===== src/rtl/ysyx_24110015_axi_lite_master_if.sv =====
// -----------------------------------------------------------------------------
// axi_lite_if
// Purpose : AXI-lite channel bundle shared by the core-side master bridge and
//           the memory/UART slaves behind the crossbar.
// Params  : ADDR_W - address width, DATA_W - data width (strobe = DATA_W/8)
// Signals : AR/R read channels, AW/W/B write channels (no prot, no burst).
// Modports: master - drives ar*/aw*/w*/rready/bready, samples the rest
//           slave  - the mirror image
// -----------------------------------------------------------------------------
interface axi_lite_if #(
   parameter int ADDR_W = 32,
   parameter int DATA_W = 32
);
   logic [ADDR_W-1:0]   araddr;
   logic                arvalid;
   logic                arready;
   logic [DATA_W-1:0]   rdata;
   logic [1:0]          rresp;
   logic                rvalid;
   logic                rready;
   logic [ADDR_W-1:0]   awaddr;
   logic                awvalid;
   logic                awready;
   logic [DATA_W-1:0]   wdata;
   logic [DATA_W/8-1:0] wstrb;
   logic                wvalid;
   logic                wready;
   logic [1:0]          bresp;
   logic                bvalid;
   logic                bready;

   modport master (
      output araddr, arvalid, input arready,
      input  rdata, rresp, rvalid, output rready,
      output awaddr, awvalid, input awready,
      output wdata, wstrb, wvalid, input wready,
      input  bresp, bvalid, output bready
   );

   modport slave (
      input  araddr, arvalid, output arready,
      output rdata, rresp, rvalid, input rready,
      input  awaddr, awvalid, output awready,
      input  wdata, wstrb, wvalid, output wready,
      output bresp, bvalid, input bready
   );
endinterface


===== src/rtl/ysyx_24110015_axi_lite_master.sv =====
// -----------------------------------------------------------------------------
// ysyx_24110015_axi_lite_master
// Purpose : single-outstanding AXI-lite initiator between the CPU memory port
//           (IFU/LSU) and the crossbar. One read or write request is accepted
//           in IDLE, the AR/R or AW/W/B handshakes are run, and a one-cycle
//           response pulse is returned.
// Ports   : clk, rst (synchronous, active-high)
//           req_valid/req_ready/req_wen/req_addr/req_wdata/req_wstrb - request
//           rsp_valid/rsp_rdata/rsp_err                            - response
//           axi (axi_lite_if.master)                               - bus side
// Config  : define YSYX_AXIM_TIMEOUT_EN to abort any wait state that lasts
//           TIMEOUT_CYCLES cycles with an error response. Without it the
//           bridge waits indefinitely.
// -----------------------------------------------------------------------------
module ysyx_24110015_axi_lite_master #(
   parameter int ADDR_W         = 32,
   parameter int DATA_W         = 32,
   parameter int TIMEOUT_CYCLES = 1024
) (
   input  logic                clk,
   input  logic                rst,
   input  logic                req_valid,
   output logic                req_ready,
   input  logic                req_wen,
   input  logic [ADDR_W-1:0]   req_addr,
   input  logic [DATA_W-1:0]   req_wdata,
   input  logic [DATA_W/8-1:0] req_wstrb,
   output logic                rsp_valid,
   output logic [DATA_W-1:0]   rsp_rdata,
   output logic                rsp_err,
   axi_lite_if.master          axi
);

   typedef enum logic [2:0] {
      S_IDLE = 3'd0,
      S_AR   = 3'd1,
      S_R    = 3'd2,
      S_AW_W = 3'd3,
      S_B    = 3'd4
   } state_e;

   state_e              state_q, state_d;
   logic [ADDR_W-1:0]   addr_q, addr_d;
   logic [DATA_W-1:0]   wdata_q, wdata_d;
   logic [DATA_W/8-1:0] wstrb_q, wstrb_d;
   logic                aw_done_q, aw_done_d;
   logic                w_done_q, w_done_d;
   logic                rsp_valid_q, rsp_valid_d;
   logic [DATA_W-1:0]   rsp_rdata_q, rsp_rdata_d;
   logic                rsp_err_q, rsp_err_d;
   logic                aw_fin_s;
   logic                w_fin_s;

`ifdef YSYX_AXIM_TIMEOUT_EN
   localparam int CNT_W = $clog2(TIMEOUT_CYCLES + 1);
   logic [CNT_W-1:0]    tmo_cnt_q, tmo_cnt_d;
`endif

   // Next-state, request latch and response computation.
   always_comb begin
      state_d     = state_q;
      addr_d      = addr_q;
      wdata_d     = wdata_q;
      wstrb_d     = wstrb_q;
      aw_done_d   = aw_done_q;
      w_done_d    = w_done_q;
      rsp_valid_d = 1'b0;
      rsp_rdata_d = rsp_rdata_q;
      rsp_err_d   = rsp_err_q;
      // A channel counts as finished if it completed earlier or completes now.
      aw_fin_s    = aw_done_q | axi.awready;
      w_fin_s     = w_done_q | axi.wready;

      case (state_q)
         S_IDLE: begin
            if (req_valid) begin
               addr_d    = req_addr;
               wdata_d   = req_wdata;
               wstrb_d   = req_wstrb;
               aw_done_d = 1'b0;
               w_done_d  = 1'b0;
               state_d   = req_wen ? S_AW_W : S_AR;
            end else begin
               state_d = S_IDLE;
            end
         end
         S_AR: begin
            if (axi.arready) begin
               state_d = S_R;
            end else begin
               state_d = S_AR;
            end
         end
         S_R: begin
            if (axi.rvalid) begin
               state_d     = S_IDLE;
               rsp_valid_d = 1'b1;
               rsp_rdata_d = axi.rdata;
               rsp_err_d   = (axi.rresp != 2'b00);
            end else begin
               state_d = S_R;
            end
         end
         S_AW_W: begin
            aw_done_d = aw_fin_s;
            w_done_d  = w_fin_s;
            if (aw_fin_s && w_fin_s) begin
               state_d = S_B;
            end else begin
               state_d = S_AW_W;
            end
         end
         S_B: begin
            if (axi.bvalid) begin
               state_d     = S_IDLE;
               rsp_valid_d = 1'b1;
               rsp_err_d   = (axi.bresp != 2'b00);
            end else begin
               state_d = S_B;
            end
         end
         default: begin
            state_d = S_IDLE;
         end
      endcase

`ifdef YSYX_AXIM_TIMEOUT_EN
      // Counter restarts on any state change; expiry abandons the bus transfer.
      tmo_cnt_d = '0;
      if (state_q == S_IDLE) begin
         tmo_cnt_d = '0;
      end else if (state_d != state_q) begin
         tmo_cnt_d = '0;
      end else if (tmo_cnt_q == CNT_W'(TIMEOUT_CYCLES - 1)) begin
         state_d     = S_IDLE;
         rsp_valid_d = 1'b1;
         rsp_err_d   = 1'b1;
         rsp_rdata_d = '0;
         tmo_cnt_d   = '0;
      end else begin
         tmo_cnt_d = tmo_cnt_q + CNT_W'(1);
      end
`endif
   end

   // State and datapath registers with synchronous reset.
   always_ff @(posedge clk) begin
      if (rst) begin
         state_q     <= S_IDLE;
         addr_q      <= '0;
         wdata_q     <= '0;
         wstrb_q     <= '0;
         aw_done_q   <= 1'b0;
         w_done_q    <= 1'b0;
         rsp_valid_q <= 1'b0;
         rsp_rdata_q <= '0;
         rsp_err_q   <= 1'b0;
`ifdef YSYX_AXIM_TIMEOUT_EN
         tmo_cnt_q   <= '0;
`endif
      end else begin
         state_q     <= state_d;
         addr_q      <= addr_d;
         wdata_q     <= wdata_d;
         wstrb_q     <= wstrb_d;
         aw_done_q   <= aw_done_d;
         w_done_q    <= w_done_d;
         rsp_valid_q <= rsp_valid_d;
         rsp_rdata_q <= rsp_rdata_d;
         rsp_err_q   <= rsp_err_d;
`ifdef YSYX_AXIM_TIMEOUT_EN
         tmo_cnt_q   <= tmo_cnt_d;
`endif
      end
   end

   // Every output is a pure decode of registered state, never of bus inputs.
   assign req_ready   = (state_q == S_IDLE);
   assign rsp_valid   = rsp_valid_q;
   assign rsp_rdata   = rsp_rdata_q;
   assign rsp_err     = rsp_err_q;
   assign axi.arvalid = (state_q == S_AR);
   assign axi.araddr  = addr_q;
   assign axi.rready  = (state_q == S_R);
   assign axi.awvalid = (state_q == S_AW_W) && !aw_done_q;
   assign axi.awaddr  = addr_q;
   assign axi.wvalid  = (state_q == S_AW_W) && !w_done_q;
   assign axi.wdata   = wdata_q;
   assign axi.wstrb   = wstrb_q;
   assign axi.bready  = (state_q == S_B);

endmodule


===== src/flat_wrapper.sv =====
// flat-port wrapper written by rule: the top's interface ports become plain ports
module ysyx_24110015_axi_lite_master_flat 
#(
   parameter int ADDR_W         = 32,
   parameter int DATA_W         = 32,
   parameter int TIMEOUT_CYCLES = 1024
)
  (clk, rst, req_valid, req_ready, req_wen, req_addr, req_wdata, req_wstrb, rsp_valid, rsp_rdata, rsp_err, axi_araddr, axi_arvalid, axi_arready, axi_rdata, axi_rresp, axi_rvalid, axi_rready, axi_awaddr, axi_awvalid, axi_awready, axi_wdata, axi_wstrb, axi_wvalid, axi_wready, axi_bresp, axi_bvalid, axi_bready);
  axi_lite_if #(.ADDR_W(ADDR_W), .DATA_W(DATA_W)) axi_i ();
  input  logic clk;
  input  logic rst;
  input  logic req_valid;
  output logic req_ready;
  input  logic req_wen;
  input  logic [ADDR_W-1:0] req_addr;
  input  logic [DATA_W-1:0] req_wdata;
  input  logic [DATA_W/8-1:0] req_wstrb;
  output logic rsp_valid;
  output logic [DATA_W-1:0] rsp_rdata;
  output logic rsp_err;
  output wire logic [$bits(axi_i.araddr)-1:0] axi_araddr;
  output wire logic [$bits(axi_i.arvalid)-1:0] axi_arvalid;
  input wire logic [$bits(axi_i.arready)-1:0] axi_arready;
  input wire logic [$bits(axi_i.rdata)-1:0] axi_rdata;
  input wire logic [$bits(axi_i.rresp)-1:0] axi_rresp;
  input wire logic [$bits(axi_i.rvalid)-1:0] axi_rvalid;
  output wire logic [$bits(axi_i.rready)-1:0] axi_rready;
  output wire logic [$bits(axi_i.awaddr)-1:0] axi_awaddr;
  output wire logic [$bits(axi_i.awvalid)-1:0] axi_awvalid;
  input wire logic [$bits(axi_i.awready)-1:0] axi_awready;
  output wire logic [$bits(axi_i.wdata)-1:0] axi_wdata;
  output wire logic [$bits(axi_i.wstrb)-1:0] axi_wstrb;
  output wire logic [$bits(axi_i.wvalid)-1:0] axi_wvalid;
  input wire logic [$bits(axi_i.wready)-1:0] axi_wready;
  input wire logic [$bits(axi_i.bresp)-1:0] axi_bresp;
  input wire logic [$bits(axi_i.bvalid)-1:0] axi_bvalid;
  output wire logic [$bits(axi_i.bready)-1:0] axi_bready;
  assign axi_araddr = axi_i.araddr;
  assign axi_arvalid = axi_i.arvalid;
  assign axi_i.arready = axi_arready;
  assign axi_i.rdata = axi_rdata;
  assign axi_i.rresp = axi_rresp;
  assign axi_i.rvalid = axi_rvalid;
  assign axi_rready = axi_i.rready;
  assign axi_awaddr = axi_i.awaddr;
  assign axi_awvalid = axi_i.awvalid;
  assign axi_i.awready = axi_awready;
  assign axi_wdata = axi_i.wdata;
  assign axi_wstrb = axi_i.wstrb;
  assign axi_wvalid = axi_i.wvalid;
  assign axi_i.wready = axi_wready;
  assign axi_i.bresp = axi_bresp;
  assign axi_i.bvalid = axi_bvalid;
  assign axi_bready = axi_i.bready;
  ysyx_24110015_axi_lite_master #(.ADDR_W(ADDR_W), .DATA_W(DATA_W), .TIMEOUT_CYCLES(TIMEOUT_CYCLES)) u_core (.clk(clk), .rst(rst), .req_valid(req_valid), .req_ready(req_ready), .req_wen(req_wen), .req_addr(req_addr), .req_wdata(req_wdata), .req_wstrb(req_wstrb), .rsp_valid(rsp_valid), .rsp_rdata(rsp_rdata), .rsp_err(rsp_err), .axi(axi_i));
endmodule

===== config.mk =====
export PLATFORM = sky130hd
export DESIGN_NAME = ysyx_24110015_axi_lite_master_flat
export DESIGN_NICKNAME = d
export VERILOG_FILES = /design/src/rtl/ysyx_24110015_axi_lite_master_if.sv /design/src/rtl/ysyx_24110015_axi_lite_master.sv /design/src/flat_wrapper.sv
export SDC_FILE = /design/constraint.sdc
export NUM_CORES = 1
export LEC_CHECK = 0
export BUFFER_PORTS_ARGS = -buffer_cell sky130_fd_sc_hd__buf_2
export CORE_MARGIN = 5
export CORE_UTILIZATION = 30
export CTS_CLUSTER_SIZE = 8
export DETAILED_ROUTE_END_ITERATION = 6
export PLACE_DENSITY_LB_ADDON = 0.1
export SLEW_MARGIN = 5
export SYNTH_ARGS = -nofsm -noshare
export SYNTH_HDL_FRONTEND = slang
export SYNTH_SLANG_ARGS = --single-unit

===== constraint.sdc =====
create_clock -name clk -period 1.9 [get_ports clk]
set_clock_uncertainty 0.15 [all_clocks]
set_input_delay 0.19 -clock clk [delete_from_list [all_inputs] [get_ports clk]]
set_output_delay 0.19 -clock clk [all_outputs]
set_load 0.005 [all_outputs]

==> results of run 1 <==
through the flow:
step | util | hold WS [ps] | cell area, µm² | setup WS (ps) | instances
CTS | 0.4987 | 16.02 | 6604 | 64.35 | 1002
finish | 0.4991 | 26.37 | 6609 | 88.07 | 1002
global placement | 0.3978 | 279.8 | 5268 | 189.9 | 883
detailed placement | 0.3978 | 286.2 | 5268 | 176.6 | 883
global route | 0.4991 | 48.39 | 6609 | 14.87 | 1002
floorplan | - | 176.0 | 4058 | 315.3 | 514
synthesized netlist by cell type (all sizes together) (2+ instances only):
cell	instances
a22oi	3
buf	47
nor3	2
nor3b	3
clkbuf	23
inv	2
nor2	7
a31oi	3
a21oi	100
nand2b	3
dfxtp	107
nand2	202
kinds of logic (layout without fill, tap and decap cells):
kind of cell           Yosys count  count (layout)
AO/OA/AOI/OAI                  111             111
buffers and inverters           72             384
flip-flops                     107             107
AND/OR/NAND/NOR                224             224
worst max path at each step:
stage | from | end | depth (start not counted)
after floorplan | u_core.state_q[1] | u_core.aw_done_q | 5
after global placement | u_core.state_q[1] | u_core.aw_done_q | 4
after detailed placement | u_core.state_q[1] | u_core.aw_done_q | 4
after CTS | u_core.state_q[2] | axi_bready | 4
after global routing | u_core.state_q[2] | axi_bready | 4
final | u_core.state_q[2] | axi_bready | 4
final cells by class:
type                    count  area [µm²]
fillers                  1321        6634
repair buffers            367        2425
flip-flops and latches    107        2142
multi-input cells         335        1519
clock buffers              13       260.3
well taps                 176       220.2
clock inverters             2       35.03
inverters                   2       7.507
sequential cells by signal (all words and copies together), names as in the netlist:
name / flops
u_core.aw_done_q: 1
u_core.axi.araddr: 32
u_core.axi.wdata: 32
u_core.axi.wstrb: 4
u_core.rsp_err: 1
u_core.rsp_rdata: 32
u_core.rsp_valid: 1
u_core.state_q: 3
u_core.w_done_q: 1
critical path: cells and delay by family, from the launching register on:
family / cells / cell delay (ps)
buf+inv: 3 / 370
flops: 1 / 340
simple gates: 1 / 420
routing by layer:
| layer | GRT usage | up-vias | routed length, µm | share of wire |
|---|---|---|---|---|
| met1 | 0.1899 | 2034 | 5477 | 0.40 |
| met2 | 0.2926 | 164 | 6936 | 0.51 |
| li1 | - | 2239 | - | - |
| met5 | 0 | - | 0 | 0 |
| met4 | 0.07886 | 0 | 405 | 0.030 |
| met3 | 0.03867 | 30 | 841 | 0.062 |
power groups by stage:
stage / Clock [mW] / Sequential [mW] / Combinational (mW)
detailed placement: 0 / 2.52 / 0.806
global placement: 0 / 2.51 / 0.803
CTS: 1.94 / 2.47 / 0.975
floorplan: 0 / 2.53 / 0.428
global route: 2.03 / 2.48 / 1.08
finish: 1.85 / 2.47 / 0.964
what timing repair did:
action                                  CTS  global route
hold endpoints to repair                104             0
resized for setup                         0             1
endpoints found under the setup margin    0             1
hold buffers                            104             0
==> impl_metrics.env, run 1 <==
export IMPL_status="complete, no violations"
export IMPL_tightest_slew_ps=390.6
export IMPL_fmax_mhz=551.9
export IMPL_gp_congestion=0.7731
export IMPL_syn_nets=627
export IMPL_power_density_nw_per_um2=799.8
export IMPL_fp_coreArea_um2=13240
export IMPL_path_clk_slew_ps=70
export IMPL_tns_ps=0
export IMPL_diodes=0
export IMPL_reg2reg_from="u_core.state_q[1]"
export IMPL_required_ps=1560
export IMPL_synth_distinct_cells=25
export IMPL_r2r_end="u_core.aw_done_q"
export IMPL_setup_viol=0
export IMPL_hold_path_class="input pin to flop"
export IMPL_crit_chain="buf_4 -> or3b_4 -> inv_1 -> buf_2"
export IMPL_synth_area_leaders="dfxtp_1, nand2_1, a21oi_1"
export IMPL_dieHeight_um=126.3
export IMPL_final_common_cell="buf_2"
export IMPL_ys_flop_type="dfxtp_1"
export IMPL_postRouteAntennaNets=0
export IMPL_finalPower_mw=5.286
export IMPL_combPwrFrac=0.182
export IMPL_num_io_pins=253
export IMPL_grt_pass1_wl_um=21670
export IMPL_synth_mux_area_frac=0
export IMPL_cts_sinks=107
export IMPL_final_nets=935
export IMPL_switching_share=0.2486
export IMPL_overflow=0
export IMPL_synth_top_cell_area_share=0.5279
export IMPL_r2r_slack_ps=160
export IMPL_synth_top_family_by_area="simple AND/OR/NAND/NOR gates"
export IMPL_holdPathEnd="u_core.state_q[2]"
export IMPL_critPathSlowestCell="or3b_4"
export IMPL_mostFrequentLayoutCells="buf_2, nand2_1, dfxtp_1"
export IMPL_final_hold_violation_count=0
export IMPL_syn_to_final_growth_pct=62.87
export IMPL_fin_crit_ps=1812
export IMPL_wl_um=13660
export IMPL_root_buffer="clkbuf_16"
export IMPL_yosys_area_share_adder=0
export IMPL_die_area_um2=15950
export IMPL_pwr_share_seq=0.467
export IMPL_grt_antenna_before_repair=0
export IMPL_via_per_inst=4.458
export IMPL_clock_path_buffers=2
export IMPL_maxSlewViolCount=0
export IMPL_max_slew_margin=0.7396
export IMPL_r2r_cells=4
export IMPL_drt_pass1_iter_count=6
export IMPL_irDropWorstVdd_mv=0.3369
export IMPL_drtIter0Drc=161
export IMPL_final_layout_size_suffix_gt1_frac=0.3402
export IMPL_grt_use_total=0.1662
export IMPL_grt_pass1_vias=4405
export IMPL_rsz0062_at_grt="false"
export IMPL_wl_per_cell_um=13.63
export IMPL_syn_avg_cell_area_um2=7.894
export IMPL_maxCapViolations=0
export IMPL_crit_fanout=12
export IMPL_insertion_delay_ps=340
export IMPL_dpl_hpwl_um=9365
export IMPL_fp_row_count=42
export IMPL_synth_compound_area_frac=0.1431
export IMPL_num_vias=4467
export IMPL_p_clk_frac=0.351
export IMPL_crit_type="flop to primary output"
export IMPL_min_delay_start="axi_bvalid"
export IMPL_cpPeakStageDelay_ps=420
export IMPL_synth_edff_count=0
export IMPL_htree_num_levels=3
export IMPL_port_buffers=252
export IMPL_synth_area_leader_cell="dfxtp_1"
export IMPL_yosysSeqAreaShare=0.5279
export IMPL_whs_path_depth=3
export IMPL_route_detailed_drc=0
export IMPL_cts_tree="yes"
export IMPL_cts_made_buffers=9
export IMPL_power_leakage_nw=3.134
export IMPL_synthXorXnorAreaFrac=0
export IMPL_internal_power_mw=3.972
export IMPL_end_kind="primary output"
export IMPL_cts_setup_buffers=0
export IMPL_fin_crit_sh=0.9536
export IMPL_ys_ff_latch=107
export IMPL_fp_dieW_um=126.3
export IMPL_netlist_area_um2=4058
export IMPL_initial_utilization=0.3064
export IMPL_critPathLaunchType="flop"
export IMPL_grt_max_degree=61
export IMPL_yosys_warnings=0
export IMPL_cp_arrival_ps=1470
export IMPL_p_sw_mw=1.314
export IMPL_synthCells=514
export IMPL_synth_async_reset_ratio=0
export IMPL_synthSimpleGateAreaFrac=0.2263
No activity file was read; power rests on OpenSTA's default activity.
==> run 2: changes to the inputs <==
--- a/config.mk
+++ b/config.mk
@@ -6,8 +6,10 @@
 export NUM_CORES = 1
 export LEC_CHECK = 0
 export BUFFER_PORTS_ARGS = -buffer_cell sky130_fd_sc_hd__buf_2
+export CORE_ASPECT_RATIO = 0.7
 export CORE_MARGIN = 5
 export CORE_UTILIZATION = 30
+export CTS_BUF_LIST = sky130_fd_sc_hd__clkbuf_8
 export CTS_CLUSTER_SIZE = 8
 export DETAILED_ROUTE_END_ITERATION = 6
 export PLACE_DENSITY_LB_ADDON = 0.1
==> constraint.sdc (replaced) <==
create_clock -name clk -period 1.63 [get_ports clk]
set_clock_uncertainty 0.15 [all_clocks]
set_input_delay 0.163 -clock clk [delete_from_list [all_inputs] [get_ports clk]]
set_output_delay 0.163 -clock clk [all_outputs]
set_load 0.005 [all_outputs]
==> run 2 against run 1 <==
  * The run now ends with negative setup slack left
  * Critical path depth grew 1
  * Utilization up 8.7 points
  * Cell area is 17% higher
  * Die area increased by 0.23%
==> impl_metrics.env, run 2 (synthesized netlist as in run 1, its figures left out) <==
export IMPL_cts_made_buffers=9
export IMPL_via_per_inst=4.520
export IMPL_fin_cells=1050
export IMPL_root_buffer="clkbuf_8"
export IMPL_mostFrequentLayoutCells="buf_2, nand2_1, dlygate4sd3_1"
export IMPL_power_density_nw_per_um2=803.4
export IMPL_clock_path_buffers=2
export IMPL_path_clk_slew_ps=110
export IMPL_num_vias=4746
export IMPL_cp_arrival_ps=1820
export IMPL_irDropWorstVdd_mv=0.4977
export IMPL_final_common_cell="buf_2"
export IMPL_port_buffers=252
export IMPL_hold_path_class="input pin to flop"
export IMPL_insertion_delay_ps=350
export IMPL_status="finished, violations left"
export IMPL_drtIter0Drc=215
export IMPL_postRouteAntennaNets=0
export IMPL_setup_viol=98
export IMPL_gp_congestion=0.7617
export IMPL_htree_num_levels=3
export IMPL_die_area_um2=15990
export IMPL_fmax_mhz=580.9
export IMPL_overflow=0
export IMPL_crit_fanout=6
export IMPL_final_hold_violation_count=0
export IMPL_diodes=0
export IMPL_dpl_hpwl_um=9155
export IMPL_required_ps=1730
export IMPL_fp_coreArea_um2=13230
export IMPL_rsz0062_at_grt="true"
export IMPL_tightest_slew_ps=407.4
export IMPL_numPlacedInstances=894
export IMPL_cts_sinks=107
export IMPL_dieHeight_um=107.3
export IMPL_violations="negative setup slack"
export IMPL_grt_max_degree=66
export IMPL_maxCapViolations=0
export IMPL_final_core_util=0.5862
export IMPL_num_io_pins=253
export IMPL_critPathLaunchType="flop"
export IMPL_wl_per_cell_um=15.47
export IMPL_wl_um=16250
export IMPL_grt_antenna_before_repair=0
export IMPL_grt_pass1_wl_um=22630
export IMPL_grt_pass1_vias=4579
export IMPL_cts_tree="yes"
export IMPL_fin_crit_ps=1722
export IMPL_route_detailed_drc=0
export IMPL_final_nets=973
export IMPL_final_fill_count=1176
export IMPL_end_kind="flop"
export IMPL_final_layout_size_suffix_gt1_frac=0.5098
export IMPL_power_leakage_nw=3.711
export IMPL_drt_pass1_iter_count=4
export IMPL_fin_crit_sh=1.056
export IMPL_max_slew_margin=0.7284
export IMPL_crit_type="flop to flop"
export IMPL_syn_to_final_growth_pct=91.06
export IMPL_fp_dieW_um=149.0
export IMPL_maxSlewViolCount=0
export IMPL_initial_utilization=0.3068
export IMPL_setup_ws_ps=-91.57
export IMPL_grt_use_total=0.1730
export IMPL_fp_row_count=35
[run 2: changes by cell type in the layout (fill, tap and decap cells not counted), sizes merged]
| cell | delta |
|---|---|
| buf | +26 |
| clkbuf | +6 |
| clkinv | +2 |
| clkinvlp | +1 |
| dlygate4sd3 | +2 |
| inv | +2 |
[run 2: worst max-delay path, cell delays in order, from the launching register on]
cell and delay (ps):
dfxtp_2 340, buf_4 130, or4b_4 590, buf_4 210, a22oi_1 150, nor2_1 50
[run 2: where the power goes]
part           switching [mW]  internal, mW
Combinational           0.782         0.907
Clock                   0.928         0.720
Sequential              0.111          2.78
Total                    1.82          4.41
[run 2: layout make-up]
cell class,count,area [µm²],area share
timing repair buffer,405,3072,0.3962
sequential,107,2146,0.2768
multi-input combinational,335,2098,0.2707
tap,185,231.5,0.02986
clock buffer,9,123.9,0.01598
clock inverter,7,73.82,0.009522
inverter,2,7.507,0.0009684
[run 2: path summary, 6_finish.rpt]
path	end	slack, ps	start	depth (start not counted)
hold reg to reg	u_core.axi.wdata[1]	310	u_core.axi.wdata[1]	2
setup / recovery	u_core.w_done_q	-90	u_core.state_q[2]	5
hold / removal	u_core.rsp_err	40	axi_rresp[0]	3
setup reg to reg	u_core.w_done_q	-90	u_core.state_q[2]	5
[run 2: repair_timing]
item	in CTS	in global routing
hold endpoints to repair	106	0
setup endpoints to repair	75	101
gates cloned	3	12
pin swaps	1	73
hold buffers	106	0
gates resized for setup	17	169
setup buffers	9	10
[run 2: through the flow]
step | area, µm² | power (mW) | setup WS [ps] | TNS, ps | hold slack [ps]
floorplan | 4058 | 3.443 | 45.30 | 0 | 149.0
global placement | 5331 | 3.877 | -96.28 | -4662 | 253.6
detailed placement | 5331 | 3.894 | -120.6 | -6536 | 260.3
CTS | 6797 | 5.896 | -83.42 | -348.6 | 12.94
global route | 7752 | 6.567 | -156.6 | -9217 | 20.99
finish | 7752 | 6.228 | -91.57 | -4658 | 40.24
[run 2: layer usage]
layer  global-route usage  wire, µm  vias up
li1                     -         -     2328
met1               0.2094      6904     2210
met2               0.2965      7872      181
met3              0.05808      1174       27
met4              0.04376       293        0
met5                    0         0        -
